`config.mk`:
```
export PLATFORM = sky130hd
export DESIGN_NAME = sample_writer
export DESIGN_NICKNAME = d
export VERILOG_FILES = /design/src/rtl/sample_writer.sv
export SDC_FILE = /design/constraint.sdc
export NUM_CORES = 1
export LEC_CHECK = 0
export BUFFER_PORTS_ARGS = -buffer_cell sky130_fd_sc_hd__buf_2
export CAP_MARGIN = 20
export CORE_MARGIN = 5
export CORE_UTILIZATION = 50
export DETAILED_ROUTE_END_ITERATION = 10
export PLACE_DENSITY = 0.72
export SKIP_CTS_REPAIR_TIMING = 1
export SLEW_MARGIN = 20
export SYNTH_ARGS = -nofsm -noshare
export SYNTH_HDL_FRONTEND = slang
export SYNTH_SLANG_ARGS = --single-unit
```
`constraint.sdc`:
```
create_clock -name clk -period 2.8 [get_ports clk]
set_input_delay 0.14 -clock clk [delete_from_list [all_inputs] [get_ports clk]]
set_output_delay 0.14 -clock clk [all_outputs]
set_load 0.02 [all_outputs]
```
`src/rtl/sample_writer.sv`:
```
// Streams samples into RAM region [base..limit]; writes land one cycle after the beat.
// s_ready comes straight from the state register; the source is held off outside WRITE.
module sample_writer #(
  parameter int ADDR_W = 16,
  parameter int DATA_W = 8
) (
  input  logic              clk,
  input  logic              rst,
  input  logic              i_start,
  input  logic [ADDR_W-1:0] i_base,
  input  logic [ADDR_W-1:0] i_limit,
  input  logic              i_stop,
  input  logic [DATA_W-1:0] i_s_data,
  input  logic              i_s_valid,
  output logic              o_s_ready,
  output logic [ADDR_W-1:0] o_mem_addr,
  output logic [DATA_W-1:0] o_mem_data,
  output logic              o_mem_we,
  output logic              o_busy,
  output logic              o_done,
  output logic              o_full,
  output logic [ADDR_W-1:0] o_last_addr,
  output logic [ADDR_W:0]   o_count
);

  localparam logic [1:0] ST_IDLE  = 2'd0;
  localparam logic [1:0] ST_WRITE = 2'd1;
  localparam logic [1:0] ST_DONE  = 2'd2;

  logic [1:0]        r_state;
  logic [ADDR_W-1:0] r_limit;
  logic [ADDR_W-1:0] r_ptr;
  logic [ADDR_W-1:0] r_mem_addr;
  logic [DATA_W-1:0] r_mem_data;
  logic              r_mem_we;
  logic              r_full;
  logic [ADDR_W-1:0] r_last_addr;
  logic [ADDR_W:0]   r_count;

  logic w_write;
  logic w_beat;
  logic w_at_limit;

  assign w_write    = (r_state == ST_WRITE);
  assign w_beat     = w_write && i_s_valid;
  assign w_at_limit = (r_ptr == r_limit);

  always_ff @(posedge clk) begin
    if (rst) begin
      r_state     <= ST_IDLE;
      r_limit     <= '0;
      r_ptr       <= '0;
      r_mem_addr  <= '0;
      r_mem_data  <= '0;
      r_mem_we    <= 1'b0;
      r_full      <= 1'b0;
      r_last_addr <= '0;
      r_count     <= '0;
    end else begin
      r_mem_we <= 1'b0;
      case (r_state)
        ST_IDLE: begin
          if (i_start) begin
            // Preloading last_addr with base covers a fill stopped before any beat.
            r_count     <= '0;
            r_last_addr <= i_base;
            if (i_limit >= i_base) begin
              r_limit <= i_limit;
              r_ptr   <= i_base;
              r_full  <= 1'b0;
              r_state <= ST_WRITE;
            end else begin
              r_full  <= 1'b1;
              r_state <= ST_DONE;
            end
          end
        end
        ST_WRITE: begin
          if (w_beat) begin
            r_mem_addr  <= r_ptr;
            r_mem_data  <= i_s_data;
            r_mem_we    <= 1'b1;
            r_last_addr <= r_ptr;
            r_count     <= r_count + 1'b1;
            // Holding ptr at limit avoids wrapping when limit is all-ones.
            if (w_at_limit) begin
              r_full  <= 1'b1;
              r_state <= ST_DONE;
            end else begin
              r_ptr <= r_ptr + 1'b1;
            end
          end
          if (i_stop) begin
            r_state <= ST_DONE;
          end
        end
        default: begin
          r_state <= ST_IDLE;
        end
      endcase
    end
  end

  assign o_s_ready   = w_write;
  assign o_busy      = (r_state != ST_IDLE);
  assign o_done      = (r_state == ST_DONE);
  assign o_mem_addr  = r_mem_addr;
  assign o_mem_data  = r_mem_data;
  assign o_mem_we    = r_mem_we;
  assign o_full      = r_full;
  assign o_last_addr = r_last_addr;
  assign o_count     = r_count;

endmodule

```
==> results.txt, run 1 <==
The count of buffers inserted at the top-level ports is 106, and the number of nets in the layout is 734. Broken down by cell family, the worst path's largest delay share belongs to compound AO/OA/AOI/OAI gates. Critical path class: flip-flop to flip-flop. After detailed routing, the total wire length is 13,190 µm.

Hold path startpoint: i_s_data[1]. For the number of global-route vias before repair, the log shows 3,947. The wire length on met1 came out at 6049 µm. The highest clock frequency the design can meet came out at 0.4136 GHz. Sequential cells burn 49.7% of the power. Compared with the post-synthesis result, the final layout area differs by 18.70%.

The synthesized design contains 93 register bits. The number of search-and-repair iterations in the first detailed-routing pass was 5. After clock tree synthesis, the clock-pin slew on the worst setup and hold paths is 100 ps. The number of failing hold endpoints at the final stage was 0.

After detailed routing, the number of remaining DRC violations is 0. Along the worst hold path, the cell count comes to 3. Counting both buffers and inverters, the worst setup path holds a total of 0. Number of nets in the synthesized netlist: 635. The path category of the worst min-delay check is primary input to flip-flop. Summed over its instances, the top area cell type makes up 40.21% of the synthesized netlist area. The worst-margin pin slew is 808.3 ps. The number of buffers added by the clock tree synthesis step is 9, and the vertical die dimension is 106.2 µm.

The critical path depth in cells works out to 6. Net switching is 32.97% of the power. The total I/O pin count is 107.

In this run the tightest slew margin relative to its limit is 46.11%. Startpoint type of the worst setup path: a flip-flop. The total core area came out at 9153 µm².

The detailed router used layers up to and including met4. Terminating pin of the worst hold path: o_mem_data[1]. The routed wirelength normalized by instance count works out to 16.75 µm.

Yosys attributes the largest share of cell area to sky130_fd_sc_hd__dfxtp_1 (40%), sky130_fd_sc_hd__nand2_1 (7.9%), sky130_fd_sc_hd__nor2_1 (5.1%), sky130_fd_sc_hd__a21oi_1 (5.1%), sky130_fd_sc_hd__xnor2_1 (4.9%). sky130_fd_sc_hd__dfxtp_1 takes more of the synthesized area than any other cell. For this design the static power due to leakage is 2.363 nW. The H-tree was split into 3 levels.

Across the run, the number of max-cap violations was 0. Setup repair after global routing left no endpoint under its margin. In this run the remaining antenna-violating nets after routing total 0. After synthesis, the most frequently instantiated cells are sky130_fd_sc_hd__nand2_1 (98), sky130_fd_sc_hd__dfxtp_1 (93), sky130_fd_sc_hd__nor2_1 (63), sky130_fd_sc_hd__a21oi_1 (47), sky130_fd_sc_hd__clkbuf_1 (37). The netlist uses 48 different library cells. Total number of clock tree sinks: 93.

After the first detailed-routing iteration, the DRC count stood at 550. The logs give 0.9729 mW for the net load switching power and 2.951 mW for the total power after layout. The met2 wire length was 5894 µm; the depth of the worst register-to-register path was 6. The run gives 2680 ps as the data arrival time at the worst-slack endpoint.

Summing the sequential cell areas from Yosys gives 40.21% of the chip area. The share of power burned in the clock network was 29.3%; the sum of met3 wire segment lengths after detailed routing was 1053 µm. Global routing used 23.36% of the available tracks. The cell area after technology mapping was 4631 µm². The total power divided by cell area came out at 536.9 nW/µm². The cell at the slowest stage of the critical path was sky130_fd_sc_hd__nor4_2. Setup violations remaining at the end of the flow were counted as 0. The width of the chip is 106.2 µm, and the max-slew violation count is 0. Entering global routing, the biggest net connects 38 pins. TritonCTS built the clock tree. After layout, the worst path uses 86.36% of the clock period. The first global-routing pass estimated 21,020 µm of wire.

After synthesis, the share of flip-flops with an asynchronous set or reset is 0%. For this run, the number of Yosys warnings is 0. Counting every instance in the synthesized netlist gives 572. After detailed placement, the total cell area comes to 5274 µm². The run finished with clean final reports. The share of total power dissipated in combinational logic is 21.0%. The worst supply voltage drop on vdd was 235.4 µV; the highest fanout seen on the critical path was 11. The repair_antennas step left the layout with diodes totalling 0. Detailed placement ended at an HPWL of 9993 µm.

After synthesis, the mean cell area works out to 8.096 µm². The tree is rooted in a sky130_fd_sc_hd__clkbuf_8. The share of cells above drive strength 1 came out at 22.34%.

For this configuration, the core starts out at a cell density of 50.59%. In this run the critical register-to-register path is launched from r_ptr[2]. The tools report the register-to-register setup slack as 380 ps. The largest stage delay on the critical path is 580 ps. The initial antenna violation count was 0; the die area was 11,290 µm². The final route contains 4,384 vias. The tools report the last weighted congestion value of the routability-driven placer as 0.8825. For the clock tree buffer depth, the log shows 2. The signal on the critical path passes through xnor2_1, nand4_1, nor4_2, a21oi_1, a311o_1, o41ai_1.

The clock period could shrink to 2418 ps. After routing the design area is 5497 µm². The required time at the worst-slack endpoint came out at 3060 ps. Element type at the critical path end: a flip-flop.

The most common cell in the netlist is sky130_fd_sc_hd__nand2_1. The mean number of vias per cell is 5.571, and the worst-case clock skew is 11.98 ps. Adding up every negative setup slack in the final design gives 0 ps. The logs give 35 for the number of cell rows and 370 ps for the clock latency at the later pin of the worst-skew pair. In this run, synthesis inferred 0 flip-flops with an integrated enable. The endpoint of the lowest-slack register-to-register path is r_ptr[0]. The logs give 1.978 mW for the internal power and 0 for the aggregate global routing overflow. Most instantiated flip-flop cell in the synthesis netlist: sky130_fd_sc_hd__dfxtp_1.
## cell usage in the layout, fill, tap and decap left out, types with 3 or more instances in the layout
| cell | count |
|---|---|
| sky130_fd_sc_hd__buf_4 | 21 |
| sky130_fd_sc_hd__or3_1 | 3 |
| sky130_fd_sc_hd__nand2b_1 | 7 |
| sky130_fd_sc_hd__a311oi_1 | 16 |
| sky130_fd_sc_hd__and3_1 | 4 |
| sky130_fd_sc_hd__o41ai_1 | 3 |
| sky130_fd_sc_hd__a211o_1 | 4 |
| sky130_fd_sc_hd__xnor2_1 | 26 |
| sky130_fd_sc_hd__o21ai_0 | 19 |
| sky130_fd_sc_hd__clkbuf_8 | 9 |
| sky130_fd_sc_hd__nor3_1 | 3 |
| sky130_fd_sc_hd__dfxtp_1 | 93 |
| sky130_fd_sc_hd__inv_1 | 24 |
| sky130_fd_sc_hd__xor2_1 | 15 |
| sky130_fd_sc_hd__nor2b_1 | 3 |
| sky130_fd_sc_hd__buf_2 | 106 |
| sky130_fd_sc_hd__nand2_1 | 98 |
| sky130_fd_sc_hd__nand3_1 | 13 |
| sky130_fd_sc_hd__mux2i_1 | 20 |
| sky130_fd_sc_hd__ha_1 | 18 |
| sky130_fd_sc_hd__nand4_1 | 15 |
| sky130_fd_sc_hd__a21oi_1 | 47 |
| sky130_fd_sc_hd__dlygate4sd3_1 | 4 |
| sky130_fd_sc_hd__nor2_1 | 62 |
| sky130_fd_sc_hd__a211oi_1 | 4 |
| sky130_fd_sc_hd__a21o_1 | 5 |
## cell type report
class | instances | area [µm²]
repair buffers | 131 | 728.2
fillers | 856 | 3656
multi-input cells | 412 | 2495
clock inverters | 6 | 55.05
clock buffers | 10 | 127.6
well taps | 111 | 138.9
inverters | 24 | 90.09
flip-flops and latches | 93 | 1862
## per-layer routing
| layer | GRT usage [%] | up-vias |
|---|---|---|
| met5 | 0 | - |
| met4 | 5.920 | 0 |
| met3 | 4.493 | 18 |
| met2 | 35.61 | 169 |
| met1 | 33.84 | 2050 |
| li1 | - | 2147 |
## worst max-delay path by stage
stage | to | start
floorplan | r_limit[10] | i_base[14]
CTS | r_ptr[13] | r_ptr[14]
global route | r_ptr[13] | r_state[0]
finish | r_ptr[0] | r_ptr[2]
global placement | r_limit[0] | i_base[15]
detailed placement | r_ptr[13] | i_base[15]
## worst min-delay path: cells and delay by family
| kind | cells | cell delay (ps) |
|---|---|---|
| and+or+nand+nor | 1 | 40 |
| AOI/OAI and AO/OA | 1 | 50 |
| buffers and inverters | 1 | 90 |
## power by group through the flow
| stage | clock [mW] | sequential (mW) | combinational, mW |
|---|---|---|---|
| 6_report | 0.864 | 1.47 | 0.621 |
| 5_1_grt | 0.949 | 1.48 | 0.677 |
| 4_1_cts | 0.884 | 1.46 | 0.614 |
| 3_5_place_dp | 0 | 1.50 | 0.612 |
| 3_3_place_gp | 0 | 1.49 | 0.602 |
| 2_1_floorplan | 0 | 1.51 | 0.382 |
## per-stage QoR
stage / worst slack [ps] / hold WS (ps) / utilization, % / std cells
6_report: 382.1 / 4.505 / 60.05 / 787
5_1_grt: 217.6 / 4.317 / 60.05 / 787
4_1_cts: 441.9 / -12.60 / 59.62 / 783
3_5_place_dp: 331.8 / 388.2 / 57.62 / 767
3_3_place_gp: 455.4 / 382.4 / 57.62 / 767
2_1_floorplan: 698.3 / 276.0 / - / 572
## flip-flops by register name, summed over array words and instances (netlist names), 2 cells and up
signal and count:
r_ptr 16, o_mem_addr 16, o_last_addr 16, o_count 17, o_mem_data 8, r_limit 16
r_state 2
## cells by family (layout without fill, tap and decap cells)
group	count (synthesis)	in the layout	synth area share [%]
AO/OA/AOI/OAI	107	107	14.54
XOR/XNOR	41	41	7.755
adder cells (fa/ha/maj)	18	18	4.864
buffers and inverters	67	171	6.106
flip-flops	93	93	40.21
multiplexers	20	20	4.323
AND/OR/NAND/NOR	226	226	22.21
(Power assumes the default switching activity.)
==> inputs of run 2 (changes only) <==
--- a/config.mk
+++ b/config.mk
@@ -10,7 +10,7 @@
 export CORE_MARGIN = 5
 export CORE_UTILIZATION = 50
 export DETAILED_ROUTE_END_ITERATION = 10
-export PLACE_DENSITY = 0.72
+export PLACE_DENSITY = 0.81
 export SKIP_CTS_REPAIR_TIMING = 1
 export SLEW_MARGIN = 20
 export SYNTH_ARGS = -nofsm -noshare
==> results.txt, run 2 (same netlist as run 1, synthesis figures left out) <==
The run finished, with violations left. The checks that failed: negative hold slack. The HPWL after detailed placement is 10,030 µm. The worst setup path is of the flip-flop to flip-flop kind. The share of cells above drive strength 1 is 22.35%, and the total of fill cells in the finished design is 828. Final total negative setup slack: 0 ps. The total power divided by cell area was 568.0 nW/µm². Clock-pin slew on the worst setup and hold paths: 100 ps. The worst hold-check slack came out at -6.376 ps. For the pin with the worst max-slew slack, the measured transition is 907.4 ps. The path with the worst hold slack has its endpoint at o_mem_data[4]. The first detailed-routing pass took 6 iterations.

Together, buffers and inverters on the worst path number 0. Buffers inserted during clock tree synthesis total 9. For the highest clock frequency the design can meet, the log shows 0.4194 GHz. Routability-driven placement finished with a final weighted congestion of 0.9724.

The routed wirelength normalized by instance count is 16.87 µm, and the total core area is 9153 µm². The die area came out at 11,290 µm². In this run the tightest slew margin relative to its limit is 39.36%.

Along the worst path, the maximum fanout reaches 11. The first routing iteration left 473 violations. The completed layout was analyzed and its total power is 3.124 mW. The die is 106.2 µm wide. Depth of the worst register-to-register path: 5. STA classifies the critical path startpoint as a flip-flop. 107 I/O pins were placed. Entering global routing, the biggest net connects 46 pins.

The number of cell rows is 35. The mean number of vias per cell is 5.685, and the number of global-route vias before repair is 4,238. 0 antenna diodes ended up in the layout.

For the effective utilization at floorplan, the log shows 50.59%. Family of cells with the greatest summed delay on the critical path: compound AO/OA/AOI/OAI gates. The tools report the worst path setup slack after routing as 415.9 ps. The clock network burns 33.3% of the power. TritonCTS built the clock tree. Summed over all layers, the routed wires come to 13,190 µm. The tools report the hold path startpoint as i_s_data[4].

The final non-filler cell area is 5499 µm², and the overall global routing resource usage is 23.25%. The max-slew violation count came out at 0. The reported leakage power is 2.369 nW, and the net switching share of the total power is 30.58%. In the layout the commonest cells are sky130_fd_sc_hd__buf_2 (106), sky130_fd_sc_hd__nand2_1 (98), sky130_fd_sc_hd__dfxtp_1 (93), sky130_fd_sc_hd__nor2_1 (62), sky130_fd_sc_hd__a21oi_1 (47). Cell at the slowest stage of the critical path: sky130_fd_sc_hd__a21oi_1. The logs give 0 for the remaining antenna violation count and 47.0% for the sequential power share. In the final design database the tool counted 729 nets. Per report_power, the combinational group accounts for 19.7% of the total. The worst register-to-register path begins at r_state[0]. The flip-flop count of the largest register after layout came out at 17.

Relative to the synthesized area, the layout overhead comes to 18.75%. Counting along the longest clock path gives a buffer depth of 2. The number of failing hold endpoints at the final stage is 3. The count of buffers added on input and output ports is 106. The worst setup path is captured at a flip-flop. In this run the worst hold path is classified as primary input to flip-flop. The clock arrives with 14.10 ps of skew.

The register-to-register setup slack is 420 ps. The initial antenna violation count was 0; the data arrival time at the worst-slack endpoint was 2650 ps. Clock latency at the later pin of the worst-skew pair: 370 ps. The vertical die dimension is 106.2 µm, and the count of unresolved DRC violations after routing is 0. On the worst path, the slowest cell contributes a delay of 650 ps. The filler-free cell count of the finished design is 782, and the minimum clock period after layout is 2384 ps. For this run the aggregate overflow at the end of global routing stands at 0. For this block, the via count after detailed routing is 4,446. Setup violations remaining at the end of the flow were counted as 0.

The most common library cell in the layout ignoring fill and taps is sky130_fd_sc_hd__buf_2. Final period utilization: 85.15%. The critical path goes through mux2i_1, or2_2, a21oi_1, nand2_2, o41ai_1. Counting instances, the worst hold path has a depth of 3. The critical path depth in cells is 5, and the count of max-cap constraint violations is 0. The first global-routing pass estimated 21,040 µm of wire.

The root buffer selected by CTS is sky130_fd_sc_hd__clkbuf_8. For the maximum level of the CTS H-tree, the log shows 3. Setup repair after global routing left no endpoint under its margin. The internal power of the cells totals 2.169 mW. The tools report the total number of clock tree sinks as 93. Across the VDD grid, the largest voltage drop is 295.5 µV.

The tools report the instance count after placement with tap cells included as 765. The run gives 379.1 ps as the worst-case setup slack after placement. For the net load switching power, the log shows 0.9552 mW. After detailed placement, the total cell area comes to 5259 µm². The endpoint identified for the worst register-to-register timing path is r_ptr[13].

For the required time at the worst-slack endpoint, the log shows 3060 ps.
run 2: cell types whose count changed in the layout (fill, tap and decap cells not counted), sizes merged:
cell | previous run | this run
buf | 127 | 125
dlygate4sd3 | 4 | 1
inv | 27 | 26
clkinvlp | 2 | 1
bufinv | 0 | 2
run 2: power groups by stage:
| stage | clock network, mW | logic (mW) | registers (mW) |
|---|---|---|---|
| floorplan | 0 | 0.382 | 1.51 |
| global placement | 0 | 0.589 | 1.49 |
| detailed placement | 0 | 0.605 | 1.50 |
| CTS | 1.05 | 0.608 | 1.47 |
| global route | 1.11 | 0.669 | 1.48 |
| finish | 1.04 | 0.615 | 1.47 |
run 2: metrics by stage:
stage | hold WS (ps) | util, %
CTS | -9.462 | 59.97
floorplan | 276.0 | -
finish | -6.376 | 60.08
global route | 0.2173 | 60.08
detailed placement | 385.9 | 57.46
global placement | 382.4 | 57.46
run 2: metal layers:
| layer | vias up | global-route usage [%] | part of all wire [%] |
|---|---|---|---|
| met5 | - | 0 | 0 |
| met4 | 0 | 9.066 | 2.6 |
| met3 | 41 | 4.979 | 8.8 |
| met2 | 221 | 36.83 | 46 |
| met1 | 2047 | 30.92 | 43 |
| li1 | 2137 | - | - |
run 2: final cells by class:
| class | instances | area, µm² | share of cell area [%] |
|---|---|---|---|
| clock buffer | 10 | 137.6 | 2.503 |
| clock inverter | 6 | 92.59 | 1.684 |
| inverter | 24 | 90.09 | 1.638 |
| multi-input combinational | 412 | 2495 | 45.37 |
| sequential | 93 | 1862 | 33.86 |
| tap | 111 | 138.9 | 2.526 |
| timing repair buffer | 126 | 683.2 | 12.42 |
run 2: tightest hold or removal path: stages:
cell and delay [ps]:
sky130_fd_sc_hd__buf_2 100, sky130_fd_sc_hd__nand2_1 50, sky130_fd_sc_hd__a21oi_1 50
run 2: how the worst max path moves through the flow:
| stage | start | endpoint |
|---|---|---|
| global route | r_state[0] | r_ptr[13] |
| floorplan | i_base[14] | r_limit[10] |
| CTS | r_state[0] | r_ptr[13] |
| global placement | i_base[14] | r_limit[8] |
| finish | r_state[0] | r_ptr[13] |
| detailed placement | i_base[14] | r_ptr[13] |
